## src/rtl/multicycle_shifter_if.sv

```systemverilog
`default_nettype none
// ============================================================================
// Module   : multicycle_shifter_if
// Brief    : Start/busy/data_ready handshake bundle for multicycle_shifter.
// Revision : 1.0 - initial release
// ============================================================================
interface multicycle_shifter_if #(
  parameter int WIDTH   = 32,
  parameter int SHAMT_W = 5
);
  logic               start;
  logic [1:0]         op;
  logic [WIDTH-1:0]   data_in;
  logic [SHAMT_W-1:0] shamt;
  logic [WIDTH-1:0]   result;
  logic               busy;
  logic               data_ready;

  modport master (
    output start, op, data_in, shamt,
    input  result, busy, data_ready
  );

  modport slave (
    input  start, op, data_in, shamt,
    output result, busy, data_ready
  );
endinterface
`default_nettype wire

```

## src/rtl/multicycle_shifter.sv

```systemverilog
`default_nettype none
// ============================================================================
// Module   : multicycle_shifter
// Brief    : Sequential SLL/SRL/SRA/ROL shifter, at most STEP bits per clock.
// Revision : 1.0 - initial release
// ============================================================================
module multicycle_shifter #(
  parameter int WIDTH   = 32,
  parameter int SHAMT_W = 5,
  parameter int STEP    = 1
) (
  input  wire logic           clock,
  input  wire logic           reset,
  multicycle_shifter_if.slave bus
);

  typedef enum logic [1:0] {
    S_IDLE  = 2'd0,
    S_SHIFT = 2'd1,
    S_DONE  = 2'd2
  } state_t;

  // Amounts never exceed WIDTH-1, so a larger STEP behaves like WIDTH-1.
  localparam int                 c_STEP_CAP = (STEP > WIDTH - 1) ? WIDTH - 1 : STEP;
  localparam logic [SHAMT_W-1:0] c_STEP_N   = c_STEP_CAP[SHAMT_W-1:0];

  state_t             r_state;
  logic [1:0]         r_op;
  logic [WIDTH-1:0]   r_work;
  logic [SHAMT_W-1:0] r_remaining;
  logic [WIDTH-1:0]   r_result;
  logic               r_busy;
  logic               r_ready;

  logic [SHAMT_W-1:0] w_n;
  logic [WIDTH-1:0]   w_shifted;

  assign w_n = (r_remaining < c_STEP_N) ? r_remaining : c_STEP_N;

  // SRA keeps the sign bit of r_work, which is the operand's original MSB.
  always_comb begin
    w_shifted = r_work;
    case (r_op)
      2'b00:   w_shifted = r_work << w_n;
      2'b01:   w_shifted = r_work >> w_n;
      2'b10:   w_shifted = $signed(r_work) >>> w_n;
      default: w_shifted = (r_work << w_n) | (r_work >> (WIDTH - int'(w_n)));
    endcase
  end

  always_ff @(posedge clock) begin
    if (reset) begin
      r_state     <= S_IDLE;
      r_op        <= 2'b00;
      r_work      <= '0;
      r_remaining <= '0;
      r_result    <= '0;
      r_busy      <= 1'b0;
      r_ready     <= 1'b0;
    end else begin
      case (r_state)
        S_SHIFT: begin
          r_work      <= w_shifted;
          r_remaining <= r_remaining - w_n;
          if (r_remaining == w_n) begin
            r_result <= w_shifted;
            r_state  <= S_DONE;
            r_busy   <= 1'b0;
            r_ready  <= 1'b1;
          end
        end
        default: begin
          // IDLE and DONE both accept a request, so back-to-back has no bubble.
          r_ready <= 1'b0;
          r_busy  <= 1'b0;
          r_state <= S_IDLE;
          if (bus.start) begin
            r_op        <= bus.op;
            r_work      <= bus.data_in;
            r_remaining <= bus.shamt;
            if (bus.shamt == '0) begin
              r_result <= bus.data_in;
              r_state  <= S_DONE;
              r_ready  <= 1'b1;
            end else begin
              r_state <= S_SHIFT;
              r_busy  <= 1'b1;
            end
          end
        end
      endcase
    end
  end

  assign bus.result     = r_result;
  assign bus.busy       = r_busy;
  assign bus.data_ready = r_ready;

endmodule
`default_nettype wire

```

## src/flat_wrapper.sv

```systemverilog
// flat-port wrapper written by rule: the top's interface ports become plain ports
module multicycle_shifter_flat 
#(
  parameter int WIDTH   = 32,
  parameter int SHAMT_W = 5,
  parameter int STEP    = 1
)
  (clock, reset, bus_start, bus_op, bus_data_in, bus_shamt, bus_result, bus_busy, bus_data_ready);
  multicycle_shifter_if #(.WIDTH(WIDTH), .SHAMT_W(SHAMT_W)) bus_i ();
  input  wire logic clock;
  input  wire logic reset;
  input wire logic [$bits(bus_i.start)-1:0] bus_start;
  input wire logic [$bits(bus_i.op)-1:0] bus_op;
  input wire logic [$bits(bus_i.data_in)-1:0] bus_data_in;
  input wire logic [$bits(bus_i.shamt)-1:0] bus_shamt;
  output wire logic [$bits(bus_i.result)-1:0] bus_result;
  output wire logic [$bits(bus_i.busy)-1:0] bus_busy;
  output wire logic [$bits(bus_i.data_ready)-1:0] bus_data_ready;
  assign bus_i.start = bus_start;
  assign bus_i.op = bus_op;
  assign bus_i.data_in = bus_data_in;
  assign bus_i.shamt = bus_shamt;
  assign bus_result = bus_i.result;
  assign bus_busy = bus_i.busy;
  assign bus_data_ready = bus_i.data_ready;
  multicycle_shifter #(.WIDTH(WIDTH), .SHAMT_W(SHAMT_W), .STEP(STEP)) u_core (.clock(clock), .reset(reset), .bus(bus_i));
endmodule
```

## config.mk

```make
export PLATFORM = sky130hd
export DESIGN_NAME = multicycle_shifter_flat
export DESIGN_NICKNAME = d
export VERILOG_FILES = /design/src/rtl/multicycle_shifter_if.sv /design/src/rtl/multicycle_shifter.sv /design/src/flat_wrapper.sv
export SDC_FILE = /design/constraint.sdc
export NUM_CORES = 1
export LEC_CHECK = 0
export ABC_CLOCK_PERIOD_IN_PS = 3500
export CAP_MARGIN = 20
export CORE_ASPECT_RATIO = 0.5
export CORE_MARGIN = 10
export CORE_UTILIZATION = 35
export CTS_BUF_LIST = sky130_fd_sc_hd__clkbuf_8
export DETAILED_ROUTE_END_ITERATION = 8
export PLACE_DENSITY_LB_ADDON = 0.08
export SLEW_MARGIN = 25
export SYNTH_ARGS = -nofsm -noshare
export SYNTH_HDL_FRONTEND = slang
export SYNTH_SLANG_ARGS = --single-unit
```

## constraint.sdc

```tcl
create_clock -name clock -period 3.5 [get_ports clock]
set_input_delay 0.525 -clock clock [delete_from_list [all_inputs] [get_ports clock]]
set_output_delay 0.525 -clock clock [all_outputs]
set_load 0.02 [all_outputs]
```

### After elaboration in Yosys (flattened, before gate mapping)

Cells that the tools add are included.

| cells by class | value |
|---|---|
| mux-type cells | 22 |
| $lt $le $gt $ge | 1 |
| equality and inequality tests | 5 |
| bitwise operators | 2 |
| shift-type cells | 4 |
| reduce and logical (&&, ||, !) cells | 6 |
| $add $sub $neg | 2 |

Operator list:

| operator | number |
|---|---|
| $mux W32 | 6 |
| $pmux W32 S3 | 1 |
| $or A32 B32 Y32 | 1 |
| $shl A32 B5 Y32 | 1 |
| $shr A32 B32 Y32 | 1 |
| $shr A32 B5 Y32 | 1 |
| $sshr A32 B5 Y32 | 1 |
| $mux W5 | 3 |
| $mux W1 | 8 |
| $mux W2 | 4 |
| $sub A6 B5 Y7 const A | 1 |
| $eq A5 B5 Y1 | 1 |
| $logic_not A5 Y1 | 1 |
| $lt A5 B1 Y1 const B | 1 |
| $sub A5 B5 Y5 | 1 |
| $eq A2 B1 Y1 const B | 2 |
| $reduce_bool A2 Y1 | 2 |
| $reduce_and A3 Y1 | 1 |
| $eq A2 B2 Y1 const B | 1 |
| $logic_not A2 Y1 | 1 |
| $ne A2 B1 Y1 const B | 1 |
| $reduce_and A2 Y1 | 1 |
| $not A1 Y1 | 1 |

| storage, ports and cells | value |
|---|---|
| flip-flop bits (word level) | 75 |
| input bits | 42 |
| word-level logic and storage cells | 49 |
| output and inout bits | 34 |

### Depth between registers and ports, before layout

Gate-level depths: netlist (run 1).

| logic depth | value |
|---|---|
| depth after elaboration | 8 |
| depth in mapped cells | 14 |
| gate-level depth less buffers | 9 |

### Worst setup path after synthesis (run 1)

Ideal clock, no wire load.

| timing | value |
|---|---|
| path kind | register to register |
| start point | register u_core.r_remaining[4] |
| end point | register u_core.r_result[3], in the netlist u_core.bus.result[3] |
| buffers on the path | 4 |
| data required time | 3.377 ns |
| cell stages (with the launch flop) | 14 |
| slack | 0.528 ns |
| clock period less this slack | 2.972 ns |
| arrival | 2.849 ns |
| path through | dfxtp_1 > or4_1 > clkbuf_1 > or2_1 > buf_6 > inv_1 > ha_1 > clkbuf_1 > clkbuf_1 > mux2_2 > a22oi_1 > a31oi_1 > a222oi_1 > inv_1 |

| on the way | value |
|---|---|
| cells in the longest elaborated chain, start to end | 8 |
| elaborated cells between the ends (all ways) | 14 |
| those cells by class | add/sub: 1; order compare: 1; eq/ne: 2; shift: 4; mux: 4; bitwise: 1; reduce/logical: 1 |

Ends and longest elaborated chain:

| element | line | source |
|---|---|---|
| start, declared | multicycle_shifter.sv:30 | `logic [SHAMT_W-1:0] r_remaining;` |
| start signal, assigned | multicycle_shifter.sv:64 | `r_remaining <= r_remaining - w_n;` |
| start signal, assigned | multicycle_shifter.sv:80 | `r_remaining <= bus.shamt;` |
| $lt A5 B1 Y1 | multicycle_shifter.sv:38 | `assign w_n = (r_remaining < c_STEP_N) ? r_remaining : c_STEP_N;` |
| $mux W5 | multicycle_shifter.sv:38 |  |
| $sub A6 B5 Y7 | multicycle_shifter.sv:47 | `default: w_shifted = (r_work << w_n) \| (r_work >> (WIDTH - int'(w_n)));` |
| $shr A32 B32 Y32 | multicycle_shifter.sv:47 |  |
| $or A32 B32 Y32 | multicycle_shifter.sv:47 |  |
| $pmux W32 S3 | multicycle_shifter.sv:43 | `case (r_op)` |
| $mux W32 | multicycle_shifter.sv:65 | `if (r_remaining == w_n) begin` |
| $mux W32 | multicycle_shifter.sv:61 | `case (r_state)` |
| end signal, assigned | multicycle_shifter.sv:66 | `r_result <= w_shifted;` |
| end signal, assigned | multicycle_shifter.sv:82 | `r_result <= bus.data_in;` |
| end, declared | multicycle_shifter.sv:31 | `logic [WIDTH-1:0] r_result;` |

Parallel ways exist; a longest one is shown, timed or not. The select of a mux whose other input is x is not followed.
A chain may end at the register's enable or synchronous reset.

### Worst setup path after layout (run 1)

| timing | value |
|---|---|
| start point | register u_core.r_remaining[4] |
| end point | register u_core.r_result[7], in the netlist u_core.bus.result[7] |

The elaborated chain is that of the path after synthesis.

==> run summary, run 1 <==
status -> complete, no violations
Worst Path Required -> 3.76 ns
Worst path slowest cell -> ha_1
Post CTS Setup Buffer Count -> 0
pwr/cell area -> 511 nW/um^2
GRT Util Overall -> 16.5%
normalized max-slew margin -> 36.2%
die area -> 16,900 um^2
Placer Congestion -> 0.829
overall die height -> 96.9 um
Post-route DRC -> 0
# rows -> 27
Hold Vio Cnt, Final -> 0
max-slew violations -> 0
crit share post-route -> 89.3%
CP Cell Sequence -> or4_1 > or2_1 > inv_1 > ha_1 > mux2_2 > a22oi_1 > a31oi_1 > a222oi_1 > inv_1
Syn Nets -> 577
Crit path max-delay family -> simple AND/OR/NAND/NOR gates
setup_tns -> 0 ns
n_diodes -> 0
final net count -> 626
vias -> 4,323
worst hold path type -> reg -> reg
clock tree sinks -> 73
Post-Synth XOR/XNOR Area -> 0.423%
CP Capture Type -> flip-flop
clock skew -> 0.0108 ns
most frequent cell after synthesis -> nand2_1
dpl cells -> 730
Max Fclk -> 320 MHz
core region area -> 11,300 um^2
Synth Area per Inst -> 7.77 um^2
max cap viols -> 0
I/O pin total -> 76
Die Wd -> 174 um
dpl hpwl -> 9690 um
share of post-route cells with drive strength above 1 -> 10.1%
simple-gate share of the synthesized area -> 19.6%
initial antenna violation count -> 0
complex-gate fraction of the synthesized area -> 29.0%
# setup viols final -> 0
largest net degree at the start of global routing -> 55
largest fanout on the critical path -> 24
clk_lat worst skew -> 0.36 ns
H-tree Lvls -> 3
netlist area before placement -> 4140 um^2
routed wire length per instance -> 19.3 um
Longest Clk Path Bufs -> 2
mux contribution to synthesized area -> 7.91%
Critical path buffers and inverters -> 2
WHS -> 0.458 ns
slack of the critical path -> 0.375 ns
Critical Path AT -> 3.38 ns
startpoint type of the worst setup path -> flip-flop
Main synth FF type -> dfxtp_1
Fillers -> 1,168
RSZ-0062 raised after global routing -> false
Post-Synth Adder-Cell Area -> 0.604%
CP dominant cell by count -> inv_1
Yosys warning total -> 0
cts repair resizes -> 0
synth top area cells -> dfxtp_1 (35%), a211oi_1 (6.9%), nand2_1 (6.7%)
Synth top cells by count -> nand2_1 (74), dfxtp_1 (73), nor2_1 (51)
main combinational cell family by area after synthesis -> compound AO/OA/AOI/OAI gates
number of synthesized register bits -> 73
TritonCTS clock tree -> built
Static Leak -> 1.93 nW
first-pass iteration count of the detailed router -> 7
Max VDD drop -> 171 uV
total routed wirelength -> 14,400 um
vias in the first global route -> 3,936
Starting Density -> 36.7%
worst reg-to-reg setup slack -> 0.38 ns
cts hold-fix bufs -> 0
TritonCTS Buffers -> 9
crit path kind -> reg -> reg
first-pass GRT wire length -> 22,900 um
# port buffers -> 75
Layout area overhead -> 24.7%
pre-CTS WS -> 0.450 ns
Reg clk slew, reported paths -> 0.08 ns
Post-synth EDFFs -> 0
PnR Total Power -> 2.64 mW
Post-Synthesis Cells -> 533
asr flop ratio synth -> 0%
largest area contributor in the netlist -> dfxtp_1
Via density -> 5.80
grt ovf -> 0
Distinct cells, synth -> 52
Routed Antenna Nets -> 0
Period minus WS final -> 3.12 ns
Worst Tran Pin Value -> 0.956 ns
sequential share of the synthesized area -> 35.3%
Synth top area share -> 35.3%
Root Buffer -> clkbuf_8
Non-Filler Instances -> 745
Crit path largest cell delay -> 0.57 ns
Iter 0 DRT Violations -> 461
==> final timing paths <==
check / from / endpoint / cells after the start
max: u_core.r_remaining[4] / u_core.bus.result[7] / 9
min: u_core.bus.result[31] / u_core.bus.result[31] / 2
max reg2reg: u_core.r_remaining[4] / u_core.bus.result[7] / 9
min reg2reg: u_core.bus.result[31] / u_core.bus.result[31] / 2
==> per-stage QoR <==
step | instance area, um^2 | utilization, %
detailed placement | 5010 | 44.4
global route | 5170 | 45.8
floorplan | 4140 | -
finish | 5170 | 45.8
CTS | 5170 | 45.8
global placement | 5010 | 44.4
==> layout by cell type (no fill, tap or decap), types with 21 or more instances in the layout <==
cell type,Yosys,final
a211oi_1,38,38
a21oi_1,35,35
a31oi_1,21,21
clkdlybuf4s50_1,0,74
dfxtp_1,73,73
inv_1,22,23
mux2_2,22,22
nand2_1,74,74
nor2_1,51,51
nor3_1,35,34
==> area by class of cell <==
| class | count | area (um^2) | area share, % |
|---|---|---|---|
| sequential | 73 | 1460 | 28.3 |
| tap | 159 | 199 | 3.85 |
| multi-input combinational | 387 | 2410 | 46.7 |
| clock inverter | 6 | 37.5 | 0.726 |
| inverter | 22 | 82.6 | 1.60 |
| clock buffer | 9 | 124 | 2.40 |
| timing repair buffer | 89 | 851 | 16.5 |
==> power by group <==
part           leakage (nW)  total [mW]  switching [mW]  internal [mW]
Clock                0.0823       0.586           0.337          0.249
Combinational          1.24       0.995           0.580          0.415
Sequential            0.600        1.06           0.131          0.931
Total                  1.93        2.64            1.05           1.59
==> worst reg2reg max path: stages, from the launching register on <==
cell      delay, ns
dfxtp_1        0.34
or4_1          0.56
or2_1          0.25
inv_1          0.11
ha_1           0.57
mux2_2         0.43
a22oi_1        0.19
a31oi_1        0.17
a222oi_1       0.33
inv_1          0.07
==> registers in the layout, indices dropped and copies added (netlist names) <==
signal and flops:
u_core.bus.result 32, u_core.r_op 2, u_core.r_remaining 5, u_core.r_state 2, u_core.r_work 32
==> per-layer routing <==
layer  GRT usage (%)  up-vias  part of all wire [%]
li1                -     2076                     -
met1            25.5     2068                    53
met2            21.1      162                    38
met3            4.61       17                   7.5
met4            4.34        0                   1.4
met5               0        -                     0
==> kinds of logic after synthesis <==
family	count (synthesis)
AOI/OAI and AO/OA	166
xor gates and xnor gates	2
adders and majority gates	2
buffers and inverters	73
DFF	73
muxes	30
other	1
and+or+nand+nor	186
No activity file was read; power rests on OpenSTA's default activity.
==> inputs of run 2 (changes only) <==
--- a/config.mk
+++ b/config.mk
@@ -8,7 +8,7 @@
 export ABC_CLOCK_PERIOD_IN_PS = 3500
 export CAP_MARGIN = 20
 export CORE_ASPECT_RATIO = 0.5
-export CORE_MARGIN = 10
+export CORE_MARGIN = 3
 export CORE_UTILIZATION = 35
 export CTS_BUF_LIST = sky130_fd_sc_hd__clkbuf_8
 export DETAILED_ROUTE_END_ITERATION = 8
==> run summary, run 2 (same netlist as run 1, synthesis figures left out) <==
status -> complete, no violations
crit path kind -> reg -> reg
vias -> 4,313 (-0.23%)
# setup viols final -> 0 (unchanged)
Starting Density -> 36.7% (unchanged)
overall die height -> 82.9 um (-14%)
Root Buffer -> clkbuf_8
Worst Tran Pin Value -> 0.890 ns (-0.0668 ns)
Post-route DRC -> 0 (unchanged)
setup_tns -> 0 ns (unchanged)
first-pass iteration count of the detailed router -> 5 (-2)
# port buffers -> 75 (unchanged)
Critical R2R Launch -> u_core.r_remaining[4]
clk_lat worst skew -> 0.36 ns (about the same)
Via density -> 5.79 (-0.23%)
worst hold path type -> reg -> reg
cts hold-fix bufs -> 0 (unchanged)
initial antenna violation count -> 0 (unchanged)
PnR Total Power -> 2.80 mW (+5.8%)
cts repair resizes -> 0 (unchanged)
Die Wd -> 160 um (-8.1%)
clock tree sinks -> 73 (unchanged)
largest net degree at the start of global routing -> 55 (unchanged)
vias in the first global route -> 4,120 (+4.7%)
most frequent cells in the layout -> nand2_1 (74), clkdlybuf4s50_1 (74), dfxtp_1 (73)
Placer Congestion -> 0.840 (+1.3%)
CP Cell Sequence -> or4_1 > or2_1 > inv_1 > ha_1 > and3_1 > a22oi_1 > a31oi_1 > nor2_1 > a211oi_1
Worst path slowest cell -> and3_1
routed wire length per instance -> 19.1 um (-1.1%)
# rows -> 27 (unchanged)
Non-Filler Instances -> 745 (unchanged)
Hold Vio Cnt, Final -> 0 (unchanged)
grt ovf -> 0 (unchanged)
worst reg2reg path endpoint -> u_core.r_work[17]
Routed Antenna Nets -> 0 (unchanged)
critical path capture point -> u_core.r_work[17]
largest fanout on the critical path -> 18 (-25%)
TritonCTS clock tree -> built
origin of the worst setup path -> u_core.r_remaining[4]
crit share post-route -> 90.8% (+1.6 points)
Period minus WS final -> 3.18 ns (+0.0545 ns)
Worst Path Required -> 3.77 ns (about the same)
worst reg-to-reg setup slack -> 0.32 ns (-0.05 ns)
normalized max-slew margin -> 40.7% (+4.5 points)
Max Fclk -> 315 MHz (-1.7%)
TritonCTS Buffers -> 9 (unchanged)
dpl hpwl -> 9280 um (-4.2%)
I/O pin total -> 76 (unchanged)
Crit path largest cell delay -> 0.68 ns (+0.11 ns)
Critical Path AT -> 3.45 ns (+0.07 ns)
CP Capture Type -> flip-flop
pwr/cell area -> 536 nW/um^2 (+4.8%)
first-pass GRT wire length -> 23,300 um (+1.5%)
R2R cell count -> 9 (unchanged)
max cap viols -> 0 (unchanged)
Max VDD drop -> 191 uV (+12%)
dpl cells -> 730 (unchanged)
final net count -> 626 (unchanged)
Longest Clk Path Bufs -> 2 (unchanged)
Static Leak -> 1.95 nW (+1.2%)
die area -> 13,300 um^2 (-21%)
Layout area overhead -> 25.9%
Iter 0 DRT Violations -> 404 (-12%)
RSZ-0062 raised after global routing -> false
Post CTS Setup Buffer Count -> 0 (unchanged)
share of post-route cells with drive strength above 1 -> 10.1% (unchanged)
clock skew -> 0.0130 ns (+0.00218 ns)
total routed wirelength -> 14,200 um (-1.1%)
max-slew violations -> 0 (unchanged)
Reg clk slew, reported paths -> 0.08 ns (about the same)
WHS -> 0.460 ns (+0.00249 ns)
Fillers -> 1,183 (+1.3%)
H-tree Lvls -> 3 (unchanged)
n_diodes -> 0 (unchanged)
core region area -> 11,300 um^2 (unchanged)
startpoint type of the worst setup path -> flip-flop
GRT Util Overall -> 21.5% (+5.0 points)
==> run 2: metrics by stage <==
step / setup WS (ns) / area, um^2 / utilization, %
global route: 0.122 / 5220 / 46.2
floorplan: 0.528 / 4140 / -
global placement: 0.461 / 5010 / 44.4
finish: 0.321 / 5220 / 46.2
CTS: 0.387 / 5220 / 46.2
detailed placement: 0.450 / 5010 / 44.4
==> run 2: area by class of cell <==
class	count	area (um^2)	share of cell area (%)
Multi-Input combinational cell	387	2410	46.3
Clock inverter	6	85.1	1.63
Tap cell	159	199	3.81
Clock buffer	9	124	2.38
Sequential cell	73	1460	28.0
Timing Repair Buffer	89	851	16.3
Inverter	22	82.6	1.58
==> run 2: report_power, final <==
part           internal, mW  switching (mW)
clock network         0.395           0.342
logic                 0.415           0.584
registers             0.931           0.128
total                  1.74            1.05
==> run 2: worst min-delay path by stage <==
| stage | start | endpoint | slack [ns] | depth (start not counted) |
|---|---|---|---|---|
| 2_1_floorplan | u_core.r_work[31] | u_core.r_work[31] | 0.48 | 2 |
| 3_3_place_gp | u_core.bus.result[31] | u_core.bus.result[31] | 0.44 | 2 |
| 3_5_place_dp | u_core.bus.result[31] | u_core.bus.result[31] | 0.45 | 2 |
| 4_1_cts | u_core.bus.result[31] | u_core.bus.result[31] | 0.46 | 2 |
| 5_1_grt | u_core.bus.result[31] | u_core.bus.result[31] | 0.49 | 2 |
| 6_report | u_core.bus.result[31] | u_core.bus.result[31] | 0.46 | 2 |
==> run 2: layer usage <==
layer	share of wire (%)	vias to the layer above	GRT usage, %
met5	0	-	0
met2	39	139	29.2
met4	0.64	0	4.09
li1	-	2071	-
met1	54	2095	34.2
met3	6.5	8	4.93
==> run 2: critical path: cells and delay by family, from the launching register on <==
family	cells	cell delay [ns]
buffers and inverters	1	0.13
AND/OR/NAND/NOR	4	1.57
adder cells (fa/ha/maj)	1	0.33
flip-flops	1	0.34
AO/OA/AOI/OAI	3	0.71
==> inputs of run 3 (changes only) <==
--- a/config.mk
+++ b/config.mk
@@ -12,8 +12,10 @@
 export CORE_UTILIZATION = 35
 export CTS_BUF_LIST = sky130_fd_sc_hd__clkbuf_8
 export DETAILED_ROUTE_END_ITERATION = 8
+export MAX_ROUTING_LAYER = met4
 export PLACE_DENSITY_LB_ADDON = 0.08
 export SLEW_MARGIN = 25
 export SYNTH_ARGS = -nofsm -noshare
 export SYNTH_HDL_FRONTEND = slang
 export SYNTH_SLANG_ARGS = --single-unit
+export TNS_END_PERCENT = 30
==> run summary, run 3 (same netlist as run 1, synthesis figures left out) <==
worst reg-to-reg setup slack -> 0.33 ns (about the same)
origin of the worst setup path -> u_core.r_remaining[4]
Static Leak -> 1.95 nW (unchanged)
Critical path buffers and inverters -> 1 (unchanged)
Routed Antenna Nets -> 0 (unchanged)
normalized max-slew margin -> 40.0% (-0.66 points)
Worst Path Required -> 3.77 ns (about the same)
initial antenna violation count -> 0 (unchanged)
Max Fclk -> 315 MHz (+0.13%)
Crit path largest cell delay -> 0.67 ns (about the same)
Longest Clk Path Bufs -> 2 (unchanged)
crit path kind -> reg -> reg
pwr/cell area -> 536 nW/um^2 (about the same)
overall die height -> 82.9 um (unchanged)
Period minus WS final -> 3.17 ns (-0.00406 ns)
first-pass GRT wire length -> 23,200 um (-0.21%)
TritonCTS Buffers -> 9 (unchanged)
cts hold-fix bufs -> 0 (unchanged)
Worst path depth -> 9 (unchanged)
Starting Density -> 36.7% (unchanged)
routed wire length per instance -> 19.2 um (+0.46%)
share of post-route cells with drive strength above 1 -> 10.1% (unchanged)
# rows -> 27 (unchanged)
critical path capture point -> u_core.r_work[17]
R2R cell count -> 9 (unchanged)
max-slew violations -> 0 (unchanged)
Max VDD drop -> 190 uV (-0.21%)
core region area -> 11,300 um^2 (unchanged)
startpoint type of the worst setup path -> flip-flop
most frequent cells in the layout -> nand2_1 (74), clkdlybuf4s50_1 (74), dfxtp_1 (73)
Reg clk slew, reported paths -> 0.08 ns (about the same)
grt ovf -> 0 (unchanged)
dpl hpwl -> 9280 um (unchanged)
Worst Tran Pin Value -> 0.899 ns (+0.00995 ns)
clk_lat worst skew -> 0.36 ns (about the same)
CP Capture Type -> flip-flop
largest net degree at the start of global routing -> 55 (unchanged)
vias in the first global route -> 4,125 (+0.12%)
Post CTS Setup Buffer Count -> 0 (unchanged)
crit share post-route -> 90.7% (-0.12 points)
RSZ-0062 raised after global routing -> false
setup_tns -> 0 ns (unchanged)
# setup viols final -> 0 (unchanged)
worst hold path type -> reg -> reg
Layout area overhead -> 25.9% (unchanged)
Critical R2R Launch -> u_core.r_remaining[4]
Post-route DRC -> 0 (unchanged)
final net count -> 626 (unchanged)
cts repair resizes -> 0 (unchanged)
total routed wirelength -> 14,300 um (+0.46%)
status -> complete, no violations
H-tree Lvls -> 3 (unchanged)
n_diodes -> 0 (unchanged)
first-pass iteration count of the detailed router -> 5 (unchanged)
Die Wd -> 160 um (unchanged)
clock skew -> 0.0113 ns (-0.00169 ns)
WHS -> 0.461 ns (+0.00102 ns)
area of the multi-input gates -> 2410 um^2 (unchanged)
CP Cell Sequence -> or4_1 > or2_1 > inv_1 > ha_1 > and3_1 > a22oi_1 > a31oi_1 > nor2_1 > a211oi_1
I/O pin total -> 76 (unchanged)
Fillers -> 1,183 (unchanged)
# port buffers -> 75 (unchanged)
Crit path max-delay family -> simple AND/OR/NAND/NOR gates
largest fanout on the critical path -> 18 (unchanged)
vias -> 4,319 (+0.14%)
max cap viols -> 0 (unchanged)
Hold Vio Cnt, Final -> 0 (unchanged)
Via density -> 5.80 (+0.14%)
Seq. cell area -> 1460 um^2 (unchanged)
Iter 0 DRT Violations -> 427 (+5.7%)
die area -> 13,300 um^2 (unchanged)
Worst path slowest cell -> and3_1
Placer Congestion -> 0.853 (+1.6%)
clock tree sinks -> 73 (unchanged)
Critical Path AT -> 3.45 ns (about the same)
TritonCTS clock tree -> built
Root Buffer -> clkbuf_8
GRT Util Overall -> 22.2% (+0.61 points)
worst reg2reg path endpoint -> u_core.r_work[17]
-- run 3: cell counts in the layout (fill, tap and decap cells not counted) --
No cell type changed its count.
-- run 3: layout make-up --
class / count / area share [%]
Clock buffer: 9 / 2.38
Clock inverter: 6 / 1.63
Inverter: 22 / 1.58
Multi-Input combinational cell: 387 / 46.3
Sequential cell: 73 / 28.0
Tap cell: 159 / 3.81
Timing Repair Buffer: 89 / 16.3
-- run 3: worst min-delay path by stage --
stage	slack, ns	endpoint	startpoint	depth (start not counted)
2_1_floorplan	0.48	u_core.r_work[31]	u_core.r_work[31]	2
3_3_place_gp	0.44	u_core.bus.result[31]	u_core.bus.result[31]	2
3_5_place_dp	0.45	u_core.bus.result[31]	u_core.bus.result[31]	2
4_1_cts	0.46	u_core.bus.result[31]	u_core.bus.result[31]	2
5_1_grt	0.49	u_core.bus.result[31]	u_core.bus.result[31]	2
6_report	0.46	u_core.bus.result[31]	u_core.bus.result[31]	2
-- run 3: per-layer routing --
metal	GRT usage, %	up-vias	part of all wire, %
met3	4.63	6	6.8
met5	-	-	0
li1	-	2074	-
met1	34.4	2075	53
met2	29.1	164	39
met4	4.09	0	0.55
-- run 3: through the flow --
stage                     area (um^2)  setup WS [ns]  cells  total power, mW  utilization [%]
after floorplan                  4140          0.528    533             1.73                -
after global placement           5010          0.461    730             2.06             44.4
after detailed placement         5010          0.450    730             2.07             44.4
after CTS                        5220          0.387    745             2.81             46.2
after global routing             5220          0.122    745             2.96             46.2
final                            5220          0.325    745             2.80             46.2
-- run 3: worst register-to-register path, stage by stage, from the launching register on --
cell and delay (ns):
dfxtp_1 0.34, or4_1 0.56, or2_1 0.25, inv_1 0.13, ha_1 0.33, and3_1 0.67, a22oi_1 0.16, a31oi_1 0.35
nor2_1 0.08, a211oi_1 0.22
-- run 3: where the power goes --
| part | switching [mW] | total [mW] | internal, mW | leakage (nW) |
|---|---|---|---|---|
| sequential | 0.130 | 1.06 | 0.931 | 0.600 |
| combinational | 0.586 | 1.00 | 0.415 | 1.24 |
| clock | 0.339 | 0.734 | 0.395 | 0.106 |
| total | 1.05 | 2.80 | 1.74 | 1.95 |
